[config.mk]
export PLATFORM = sky130hd
export DESIGN_NAME = mem_stage_flat
export DESIGN_NICKNAME = d
export VERILOG_FILES = /design/src/rtl/mem_stage_if.sv /design/src/rtl/mem_stage.sv /design/src/flat_wrapper.sv
export SDC_FILE = /design/constraint.sdc
export NUM_CORES = 1
export LEC_CHECK = 0
export CAP_MARGIN = 20
export CORE_AREA = 2 2 150 152
export DETAILED_ROUTE_END_ITERATION = 10
export DIE_AREA = 0 0 152 154
export GPL_ROUTABILITY_DRIVEN = 1
export GPL_TIMING_DRIVEN = 0
export PLACE_DENSITY = 0.79
export SKIP_LAST_GASP = 1
export SYNTH_ARGS = -nofsm -noshare
export SYNTH_HDL_FRONTEND = slang
export SYNTH_SLANG_ARGS = --single-unit
[constraint.sdc]
create_clock -name clk_i -period 2.8 [get_ports clk_i]
set_input_delay 0.56 -clock clk_i [delete_from_list [all_inputs] [get_ports clk_i]]
set_output_delay 0.56 -clock clk_i [all_outputs]
set_load 0.02 [all_outputs]
[src/rtl/mem_stage_if.sv]
// Data-cache request/response bundle between the MEM stage (master) and the data cache (slave).
// The master asserts cache_req_o and holds it, with address, data and enables stable, until it sees
// cache_ready_i high at a rising edge. That edge completes the access, and cache_rdata_i is used only on it.
interface mem_stage_if;
    logic        cache_req_o;
    logic        cache_we_o;
    logic [31:0] cache_addr_o;
    logic [31:0] cache_wdata_o;
    logic [3:0]  cache_be_o;
    logic        cache_ready_i;
    logic [31:0] cache_rdata_i;

    modport master (
        output cache_req_o, cache_we_o, cache_addr_o, cache_wdata_o, cache_be_o,
        input  cache_ready_i, cache_rdata_i
    );

    modport slave (
        input  cache_req_o, cache_we_o, cache_addr_o, cache_wdata_o, cache_be_o,
        output cache_ready_i, cache_rdata_i
    );
endinterface

[src/rtl/mem_stage.sv]
// Pipeline MEM stage: data-cache load/store with lane steering, miss stall, watchdog and MEM/WB register.
// Optional build macro MEM_MISALIGN_TRAP_EN traps misaligned half/word accesses and adds misalign_o.
module mem_stage #(
    parameter int TIMEOUT = 255
) (
    input  logic        clk_i,
    input  logic        rst_i,
    input  logic [31:0] alu_mem_i,
    input  logic [31:0] rs2_mem_i,
    input  logic [31:0] pc4_mem_i,
    input  logic        MemRW_mem_i,
    input  logic [1:0]  WBSel_mem_i,
    input  logic        RegWEn_mem_i,
    input  logic [4:0]  rsW_mem_i,
    input  logic [31:0] inst_mem_i,
    input  logic        Valid_cpu2cache_mem_i,
    input  logic        flush_i,
    mem_stage_if.master cache,
    output logic        stall_o,
    output logic        bus_err_o,
    output logic [31:0] alu_wb_o,
    output logic [31:0] ld_data_wb_o,
    output logic [31:0] pc4_wb_o,
    output logic [1:0]  WBSel_wb_o,
    output logic        RegWEn_wb_o,
    output logic [4:0]  rsW_wb_o,
    output logic [31:0] inst_wb_o,
    output logic        fsm_state_o
`ifdef MEM_MISALIGN_TRAP_EN
    ,
    output logic        misalign_o
`endif
);

    typedef enum logic {
        S_IDLE = 1'b0,
        S_WAIT = 1'b1
    } state_t;

    localparam logic [8:0] TO_LIM = 9'(TIMEOUT);

    state_t      state_q, state_d;
    logic [7:0]  cnt_q, cnt_d;
    logic        flush_pend_q, flush_pend_d;
    logic        bus_err_q, bus_err_d;
    logic [31:0] alu_wb_q, alu_wb_d;
    logic [31:0] ld_data_wb_q, ld_data_wb_d;
    logic [31:0] pc4_wb_q, pc4_wb_d;
    logic [1:0]  wbsel_wb_q, wbsel_wb_d;
    logic        regwen_wb_q, regwen_wb_d;
    logic [4:0]  rsw_wb_q, rsw_wb_d;
    logic [31:0] inst_wb_q, inst_wb_d;

    logic [2:0]  funct3;
    logic [1:0]  a_lo;
    logic        misaligned;
    logic        access;
    logic        timeout_hit;
    logic        timeout_done;
    logic        done;
    logic        bubble;
    logic [7:0]  ld_byte;
    logic [15:0] ld_half;
    logic [31:0] load_ext;
    logic [3:0]  be;
    logic [31:0] wdata;

    assign funct3 = inst_mem_i[14:12];
    assign a_lo   = alu_mem_i[1:0];

`ifdef MEM_MISALIGN_TRAP_EN
    logic misalign_q, misalign_d;

    assign misaligned = Valid_cpu2cache_mem_i &
                        (((funct3[1:0] == 2'b01) && a_lo[0]) ||
                         ((funct3[1:0] == 2'b10) && (a_lo != 2'b00)));
    assign misalign_d = misaligned;
    assign misalign_o = misalign_q;
`else
    assign misaligned = 1'b0;
`endif

    // Counter holds the number of WAIT cycles already spent; the cycle that would bring it to TIMEOUT forces completion.
    assign access       = Valid_cpu2cache_mem_i & ~misaligned;
    assign timeout_hit  = (state_q == S_WAIT) && (({1'b0, cnt_q} + 9'd1) >= TO_LIM);
    assign timeout_done = timeout_hit & ~cache.cache_ready_i;
    assign done         = cache.cache_ready_i | timeout_hit;
    assign stall_o      = ~rst_i & access & ~done;
    assign bubble       = flush_i | flush_pend_q;

    always_comb begin
        state_d = state_q;
        cnt_d   = cnt_q;
        case (state_q)
            S_IDLE: begin
                cnt_d = 8'd0;
                if (access && !cache.cache_ready_i) state_d = S_WAIT;
            end
            S_WAIT: begin
                cnt_d = (cnt_q == 8'hFF) ? cnt_q : cnt_q + 8'd1;
                if (done) state_d = S_IDLE;
            end
            default: state_d = S_IDLE;
        endcase
    end

    always_comb begin
        be    = 4'b1111;
        wdata = rs2_mem_i;
        if (MemRW_mem_i) begin
            case (funct3[1:0])
                2'b00: begin
                    be    = 4'b0001 << a_lo;
                    wdata = {4{rs2_mem_i[7:0]}};
                end
                2'b01: begin
                    be    = 4'b0011 << {a_lo[1], 1'b0};
                    wdata = {2{rs2_mem_i[15:0]}};
                end
                default: ;
            endcase
        end
    end

    always_comb begin
        ld_byte = cache.cache_rdata_i[7:0];
        case (a_lo)
            2'd1:    ld_byte = cache.cache_rdata_i[15:8];
            2'd2:    ld_byte = cache.cache_rdata_i[23:16];
            2'd3:    ld_byte = cache.cache_rdata_i[31:24];
            default: ;
        endcase
        ld_half  = a_lo[1] ? cache.cache_rdata_i[31:16] : cache.cache_rdata_i[15:0];
        load_ext = cache.cache_rdata_i;
        case (funct3)
            3'b000:  load_ext = {{24{ld_byte[7]}}, ld_byte};
            3'b001:  load_ext = {{16{ld_half[15]}}, ld_half};
            3'b100:  load_ext = {24'h0, ld_byte};
            3'b101:  load_ext = {16'h0, ld_half};
            default: ;
        endcase
    end

    // MEM/WB holds while stalled; a flushed instruction lands as an all-zero bubble.
    always_comb begin
        alu_wb_d     = alu_wb_q;
        ld_data_wb_d = ld_data_wb_q;
        pc4_wb_d     = pc4_wb_q;
        wbsel_wb_d   = wbsel_wb_q;
        regwen_wb_d  = regwen_wb_q;
        rsw_wb_d     = rsw_wb_q;
        inst_wb_d    = inst_wb_q;
        if (!stall_o) begin
            if (bubble) begin
                alu_wb_d     = 32'h0;
                ld_data_wb_d = 32'h0;
                pc4_wb_d     = 32'h0;
                wbsel_wb_d   = 2'b00;
                regwen_wb_d  = 1'b0;
                rsw_wb_d     = 5'd0;
                inst_wb_d    = 32'h0;
            end else begin
                alu_wb_d     = alu_mem_i;
                ld_data_wb_d = (access && !MemRW_mem_i && cache.cache_ready_i) ? load_ext : 32'h0;
                pc4_wb_d     = pc4_mem_i;
                wbsel_wb_d   = WBSel_mem_i;
                regwen_wb_d  = RegWEn_mem_i & ~timeout_done & ~misaligned;
                rsw_wb_d     = rsW_mem_i;
                inst_wb_d    = inst_mem_i;
            end
        end
    end

    assign flush_pend_d = stall_o & (flush_pend_q | flush_i);
    assign bus_err_d    = timeout_done;

    always_ff @(posedge clk_i) begin
        if (rst_i) begin
            state_q      <= S_IDLE;
            cnt_q        <= 8'd0;
            flush_pend_q <= 1'b0;
            bus_err_q    <= 1'b0;
            alu_wb_q     <= 32'h0;
            ld_data_wb_q <= 32'h0;
            pc4_wb_q     <= 32'h0;
            wbsel_wb_q   <= 2'b00;
            regwen_wb_q  <= 1'b0;
            rsw_wb_q     <= 5'd0;
            inst_wb_q    <= 32'h0;
`ifdef MEM_MISALIGN_TRAP_EN
            misalign_q   <= 1'b0;
`endif
        end else begin
            state_q      <= state_d;
            cnt_q        <= cnt_d;
            flush_pend_q <= flush_pend_d;
            bus_err_q    <= bus_err_d;
            alu_wb_q     <= alu_wb_d;
            ld_data_wb_q <= ld_data_wb_d;
            pc4_wb_q     <= pc4_wb_d;
            wbsel_wb_q   <= wbsel_wb_d;
            regwen_wb_q  <= regwen_wb_d;
            rsw_wb_q     <= rsw_wb_d;
            inst_wb_q    <= inst_wb_d;
`ifdef MEM_MISALIGN_TRAP_EN
            misalign_q   <= misalign_d;
`endif
        end
    end

    assign cache.cache_req_o   = ~rst_i & ((state_q == S_WAIT) | access);
    assign cache.cache_we_o    = MemRW_mem_i;
    assign cache.cache_addr_o  = {alu_mem_i[31:2], 2'b00};
    assign cache.cache_wdata_o = wdata;
    assign cache.cache_be_o    = be;

    assign bus_err_o    = bus_err_q;
    assign alu_wb_o     = alu_wb_q;
    assign ld_data_wb_o = ld_data_wb_q;
    assign pc4_wb_o     = pc4_wb_q;
    assign WBSel_wb_o   = wbsel_wb_q;
    assign RegWEn_wb_o  = regwen_wb_q;
    assign rsW_wb_o     = rsw_wb_q;
    assign inst_wb_o    = inst_wb_q;
    assign fsm_state_o  = state_q;

endmodule

[src/flat_wrapper.sv]
// flat-port wrapper written by rule: the top's interface ports become plain ports
module mem_stage_flat 
#(
    parameter int TIMEOUT = 255
)
  (clk_i, rst_i, alu_mem_i, rs2_mem_i, pc4_mem_i, MemRW_mem_i, WBSel_mem_i, RegWEn_mem_i, rsW_mem_i, inst_mem_i, Valid_cpu2cache_mem_i, flush_i, stall_o, bus_err_o, alu_wb_o, ld_data_wb_o, pc4_wb_o, WBSel_wb_o, RegWEn_wb_o, rsW_wb_o, inst_wb_o, fsm_state_o, cache_cache_req_o, cache_cache_we_o, cache_cache_addr_o, cache_cache_wdata_o, cache_cache_be_o, cache_cache_ready_i, cache_cache_rdata_i);
  mem_stage_if cache_i ();
  input  logic clk_i;
  input  logic rst_i;
  input  logic [31:0] alu_mem_i;
  input  logic [31:0] rs2_mem_i;
  input  logic [31:0] pc4_mem_i;
  input  logic MemRW_mem_i;
  input  logic [1:0] WBSel_mem_i;
  input  logic RegWEn_mem_i;
  input  logic [4:0] rsW_mem_i;
  input  logic [31:0] inst_mem_i;
  input  logic Valid_cpu2cache_mem_i;
  input  logic flush_i;
  output logic stall_o;
  output logic bus_err_o;
  output logic [31:0] alu_wb_o;
  output logic [31:0] ld_data_wb_o;
  output logic [31:0] pc4_wb_o;
  output logic [1:0] WBSel_wb_o;
  output logic RegWEn_wb_o;
  output logic [4:0] rsW_wb_o;
  output logic [31:0] inst_wb_o;
  output logic fsm_state_o;
  output wire logic [$bits(cache_i.cache_req_o)-1:0] cache_cache_req_o;
  output wire logic [$bits(cache_i.cache_we_o)-1:0] cache_cache_we_o;
  output wire logic [$bits(cache_i.cache_addr_o)-1:0] cache_cache_addr_o;
  output wire logic [$bits(cache_i.cache_wdata_o)-1:0] cache_cache_wdata_o;
  output wire logic [$bits(cache_i.cache_be_o)-1:0] cache_cache_be_o;
  input wire logic [$bits(cache_i.cache_ready_i)-1:0] cache_cache_ready_i;
  input wire logic [$bits(cache_i.cache_rdata_i)-1:0] cache_cache_rdata_i;
  assign cache_cache_req_o = cache_i.cache_req_o;
  assign cache_cache_we_o = cache_i.cache_we_o;
  assign cache_cache_addr_o = cache_i.cache_addr_o;
  assign cache_cache_wdata_o = cache_i.cache_wdata_o;
  assign cache_cache_be_o = cache_i.cache_be_o;
  assign cache_i.cache_ready_i = cache_cache_ready_i;
  assign cache_i.cache_rdata_i = cache_cache_rdata_i;
  mem_stage #(.TIMEOUT(TIMEOUT)) u_core (.clk_i(clk_i), .rst_i(rst_i), .alu_mem_i(alu_mem_i), .rs2_mem_i(rs2_mem_i), .pc4_mem_i(pc4_mem_i), .MemRW_mem_i(MemRW_mem_i), .WBSel_mem_i(WBSel_mem_i), .RegWEn_mem_i(RegWEn_mem_i), .rsW_mem_i(rsW_mem_i), .inst_mem_i(inst_mem_i), .Valid_cpu2cache_mem_i(Valid_cpu2cache_mem_i), .flush_i(flush_i), .cache(cache_i), .stall_o(stall_o), .bus_err_o(bus_err_o), .alu_wb_o(alu_wb_o), .ld_data_wb_o(ld_data_wb_o), .pc4_wb_o(pc4_wb_o), .WBSel_wb_o(WBSel_wb_o), .RegWEn_wb_o(RegWEn_wb_o), .rsW_wb_o(rsW_wb_o), .inst_wb_o(inst_wb_o), .fsm_state_o(fsm_state_o));
endmodule
; Word level (Yosys, flattened, before mapping)
; Index checks and enable logic that the tools add are counted.
[word_totals]
reg_bits = 147
latch_bits = 0
ram_bits = 0
romBits = 0
input_bits = 174
output_inout_bits = 209
n_memories = 0
[classes]
n_addsub = 2
mul = 0
n_div = 0
magnitude_cmp = 1
eq_ne = 9
shifts = 2
mux = 20
bitwise = 14
reduce_logical = 8
[ops]
columns = op, count
row1 = two-way mux 32 bit, 6
row2 = case mux 32 bit (4 select lines), 1
row3 = case mux 32 bit (2 select lines), 1
row4 = case mux 8 bit (3 select lines), 1
row5 = two-way mux 16 bit, 1
row6 = case mux 8 bit (2 select lines), 1
row7 = adder 8 x 1 -> 9 bit (second input constant), 1
row8 = greater-or-equal comparator 9 x 8 -> 1 bit (second input constant), 1
row9 = adder 8 x 1 -> 8 bit (second input constant), 1
row10 = equality test 8 bit (second input constant), 1
row11 = two-way mux 8 bit, 1
row12 = case mux 4 bit (2 select lines), 1
row13 = bitwise AND 1 bit, 6
row14 = equality test 3 bit (second input constant), 2
row15 = two-way mux 5 bit, 1
row16 = NOT 1 bit, 5
row17 = equality test 2 x 1 -> 1 bit (second input constant), 2
row18 = equality test 2 bit (second input constant), 2
row19 = logical AND 1 bit, 4
row20 = two-way mux 4 bit, 1
row21 = left shift 1 x 2 -> 4 bit (first input constant), 1
row22 = left shift 2 x 2 -> 4 bit (first input constant), 1
row23 = equality test 3 x 1 -> 1 bit (second input constant), 1
row24 = logical NOT 3 bit, 1
row25 = 7 further kinds, 12

; Depth between registers and ports, before layout
[logic_depth]
ltp_word = 7
ltp_mapped = 10

; Worst setup path after synthesis
; Ideal clock, no wire load.
[synth_timing]
path_kind = input-to-output
start = input port inst_mem_i[13]
end = output port cache_cache_wdata_o[10]
t_arrival_ns = 1.901
t_required_ns = 2.240
slack_ns = 0.339
cell_stages = 5
cell_sequence = inv_1 clkbuf_1 nand2_1 nor2_1 mux2_2
[synth_via]
elab_chain_cells = 3
[synth_lines]
columns = element, line_no
row1 = "start, declared", flat_wrapper.sv:17  ; input logic [31:0] inst_mem_i;
row2 = equality test 2 x 1 -> 1 bit / logical NOT 2 bit (equally long branches), mem_stage.sv:111  ; case (funct3[1:0])
row3 = case mux 32 bit (2 select lines) *, mem_stage.sv:111
row4 = two-way mux 32 bit *, mem_stage.sv:110  ; if (MemRW_mem_i) begin
row5 = "end, declared", flat_wrapper.sv:33  ; output wire logic [$bits(cache_i.cache_wdata_o)-1:0] cache_cache_wdata_o;
; Every way passes the cells marked *; elsewhere a longest branch is shown, timed or not.

; Worst setup path after layout
[layout_timing]
start = register u_core.cnt_q[0]
end = output port stall_o
[layout_via]
elab_chain_cells = 6
[layout_lines]
columns = element, line_no
row1 = "start, declared", mem_stage.sv:43  ; logic [7:0] cnt_q, cnt_d;
row2 = "start signal, assigned", mem_stage.sv:195  ; cnt_q <= cnt_d;
row3 = adder 8 x 1 -> 9 bit, mem_stage.sv:85  ; assign timeout_hit = (state_q == S_WAIT) && (({1'b0, cnt_q} + 9'd1) >= TO_LIM);
row4 = greater-or-equal comparator 9 x 8 -> 1 bit, mem_stage.sv:85
row5 = logical AND 1 bit, mem_stage.sv:85
row6 = OR 1 bit, mem_stage.sv:87  ; assign done = cache.cache_ready_i | timeout_hit;
row7 = NOT 1 bit, mem_stage.sv:88  ; assign stall_o = ~rst_i & access & ~done;
row8 = bitwise AND 1 bit, mem_stage.sv:88
row9 = "end, declared", flat_wrapper.sv:20  ; output logic stall_o;
; Every way passes these cells.

==> reports/metrics.csv <==
metric;value;unit
cell type group with the largest total delay on the critical path;compound AO/OA/AOI/OAI gates;
CP Capture Type;output pin;
CTS H-tree lvls;4;
largest cells by area after synthesis;dfxtp_1, o32ai_1, nand2_1;
Vias per Instance;4.99;
normalized max-slew margin;0.489;
Yosys Warn Count;0;
Hold Slack;0.451;ns
Syn Area/Cell;8.26;um2
overflow left after global routing;0;
DR DRC count;0;
run status;finished with violations;
asr flop ratio synth;0;
Post-CTS Hold Fix Bufs;0;
largest net degree at the start of global routing;17;
count of boundary I/O pins;383;
launching element type of the critical path;flop;
sum of internal, switching and leakage power;5.73;mW
Worst Max-Slew Pin Slew;0.766;ns
Worst-path clk slew;0.06;ns
number of antenna violations at the first check in global routing;1;
overall track demand over capacity in global routing;0.233;
floorplan die height;154;um
Achievable Freq;0.348;GHz
worst-skew pair later-pin latency;0.42;ns
clock power share;0.413;
combined buffer and inverter count along the critical path;4;
sequential group share of total power;0.387;
initial standard-cell utilization of the core;0.325;
TritonCTS clock tree;yes;
Hold WC Path Type;reg2reg;
Net Sw Frac;0.280;
cell area after technology mapping;0.00704;mm2
overall die area;0.0234;mm2
highest-delay cell along the critical path;dfxtp_4;
cell internal power dissipation;4.13;mW
violated checks;setup timing;
number of enable-type register cells in the synthesized netlist;0;
Gate Count Post-Synth;853;
part of the total power dissipated in combinational logic;0.200;
Psw;1.61;mW
post-route minimum period;2.87;ns
first-pass detailed-route iteration total;5;
post-synth cell types;56;
count of endpoints failing hold in the final timing report;0;
most common cell after layout, fill and taps aside;clkdlybuf4s50_1;
largest driver fanout on the critical path;10;
RSZ-0062 raised after global routing;true;
number of antenna-violating nets in the routed design;0;
# Max-Cap Violations;0;
post-route cell area;0.0119;mm2
Synth area leader;dfxtp_1;
number of I/O port buffers;379;
ant diodes;0;
maximum clock skew at final layout;0.0126;ns
most frequent cells in the layout;clkdlybuf4s50_1, nand2_1, dfxtp_1, inv_1, o32ai_1;
Yosys top cell area share;0.418;
most common flop cell mapped by yosys;dfxtp_1;
Site Rows;54;
critical path, cell by cell;inv_2 > ha_4 > o21ba_1 > a211oi_2 > a21boi_4 > a211oi_4 > buf_6 > buf_6 > buf_6;
count of pins over their slew limit;0;
total power divided by cell area;480;mW/mm2
final total negative setup slack;-0.0721;ns
Area Growth Syn to Fin;69.5;%
flip-flop and latch count after synthesis;147;
iteration-0 DRC count of the detailed router;509;
number of sinks on the clock net;147;
data required time of the critical path;2.24;ns
total vias in the final route;7779;
wire length of the first global-routing pass;43500;um
final HPWL from detailed placement;21400;um
Final Routed Wirelength;28200;um
placed cell area;0.0112;mm2
leakage;4.80;nW
final weighted congestion of routability-driven global placement;0.952;
placeable core region;0.0217;mm2
routed wire length per instance;18.1;um
Max VDD drop;0.398;mV
maximum clock insertion buffer count;2;
vias in the first global route;7818;
arrival time of data at the critical path endpoint;2.31;ns
Worst path max stage delay;0.41;ns
share of final-layout standard cells stronger than drive strength 1;0.153;
net count reported at finish;1441;
sequential share of the synthesized area;0.418;
Period Utilization, post-route;1.03;
floorplan die width;152;um
final setup violation count;1;
cell mode on critical path;buf_6;
pre-CTS worst setup slack;-1.20;ns
Setup Crit Path Kind;reg2out;
clock root buffer master;clkbuf_16;
post-route setup slack;-0.0721;ns
cts bufs inserted;17;
metrics by stage:
step,util,instances
floorplan,-,854
global placement,0.516,1513
detailed placement,0.516,1513
CTS,0.548,1553
global route,0.550,1558
finish,0.550,1558
metal layers:
metal,vias to the layer above,routed length [um],GRT usage
li1,3741,-,-
met1,3661,11900,0.286
met2,338,13700,0.401
met3,37,2140,0.0679
met4,2,482,0.0583
met5,-,8,0
synth_stat cells, types with 4 or more instances:
cell type	number
o21ai_1	5
nor2_1	25
o31a_1	6
o21ai_0	49
buf_2	21
nor3_1	5
nand2_1	174
a21oi_1	16
mux2_2	9
inv_1	111
o32ai_2	10
o211ai_1	6
nand3_1	4
a31oi_1	4
o32ai_1	93
buf_6	7
o2bb2ai_1	6
clkbuf_1	39
o221ai_1	7
mux2i_1	9
nor2b_1	5
a221oi_1	6
buf_4	44
dfxtp_1	147
flip-flops by register name, indices dropped and copies added (netlist names):
| register | count |
|---|---|
| u_core.RegWEn_wb_o | 1 |
| u_core.WBSel_wb_o | 2 |
| u_core.alu_wb_o | 32 |
| u_core.bus_err_o | 1 |
| u_core.cnt_q | 8 |
| u_core.flush_pend_q | 1 |
| u_core.fsm_state_o | 1 |
| u_core.inst_wb_o | 32 |
| u_core.ld_data_wb_o | 32 |
| u_core.pc4_wb_o | 32 |
| u_core.rsW_wb_o | 5 |
logic make-up (layout without fill, tap and decap cells):
group	count (synthesis)	count (layout)	share of synthesized area
AND/OR/NAND/NOR	229	229	0.135
adder cells (fa/ha/maj)	2	2	0.00355
buffers and inverters	224	648	0.154
other	1	2	0.000533
AO/OA/AOI/OAI	228	228	0.255
XOR/XNOR	3	3	0.00373
multiplexers	19	19	0.0304
flip-flops	147	147	0.418
cell type report:
class	instances	area, um2
Sequential cell	147	2950
Clock inverter	14	165
Timing Repair Buffer	393	3820
Buffer	112	696
Tap cell	280	350
Fill cell	1976	9750
Inverter	111	420
Clock buffer	18	439
Multi-Input combinational cell	483	3090
path summary, 6_finish.rpt:
check | slack (ns) | endpoint | start | cells after the start
min | 0.45 | u_core.ld_data_wb_o[15] | u_core.ld_data_wb_o[15] | 1
max reg2reg | 0.39 | u_core.alu_wb_o[19] | u_core.cnt_q[0] | 10
max | -0.07 | stall_o | u_core.cnt_q[0] | 9
min reg2reg | 0.45 | u_core.ld_data_wb_o[15] | u_core.ld_data_wb_o[15] | 1
what timing repair did:
item                                    in CTS  in global routing
resized for setup                           84                 50
pin swaps                                    2                  3
endpoints found under the setup margin      44                 30
setup buffers                                9                  5
power by group through the flow:
stage,Combinational [mW],Sequential [mW],Clock (mW)
2_1_floorplan,0.392,2.36,0
3_5_place_dp,1.14,2.26,0
5_1_grt,1.21,2.23,2.52
4_1_cts,1.14,2.22,2.42
3_3_place_gp,1.13,2.26,0
6_report,1.14,2.22,2.37
Note: power is estimated with default switching activity, not from simulation.
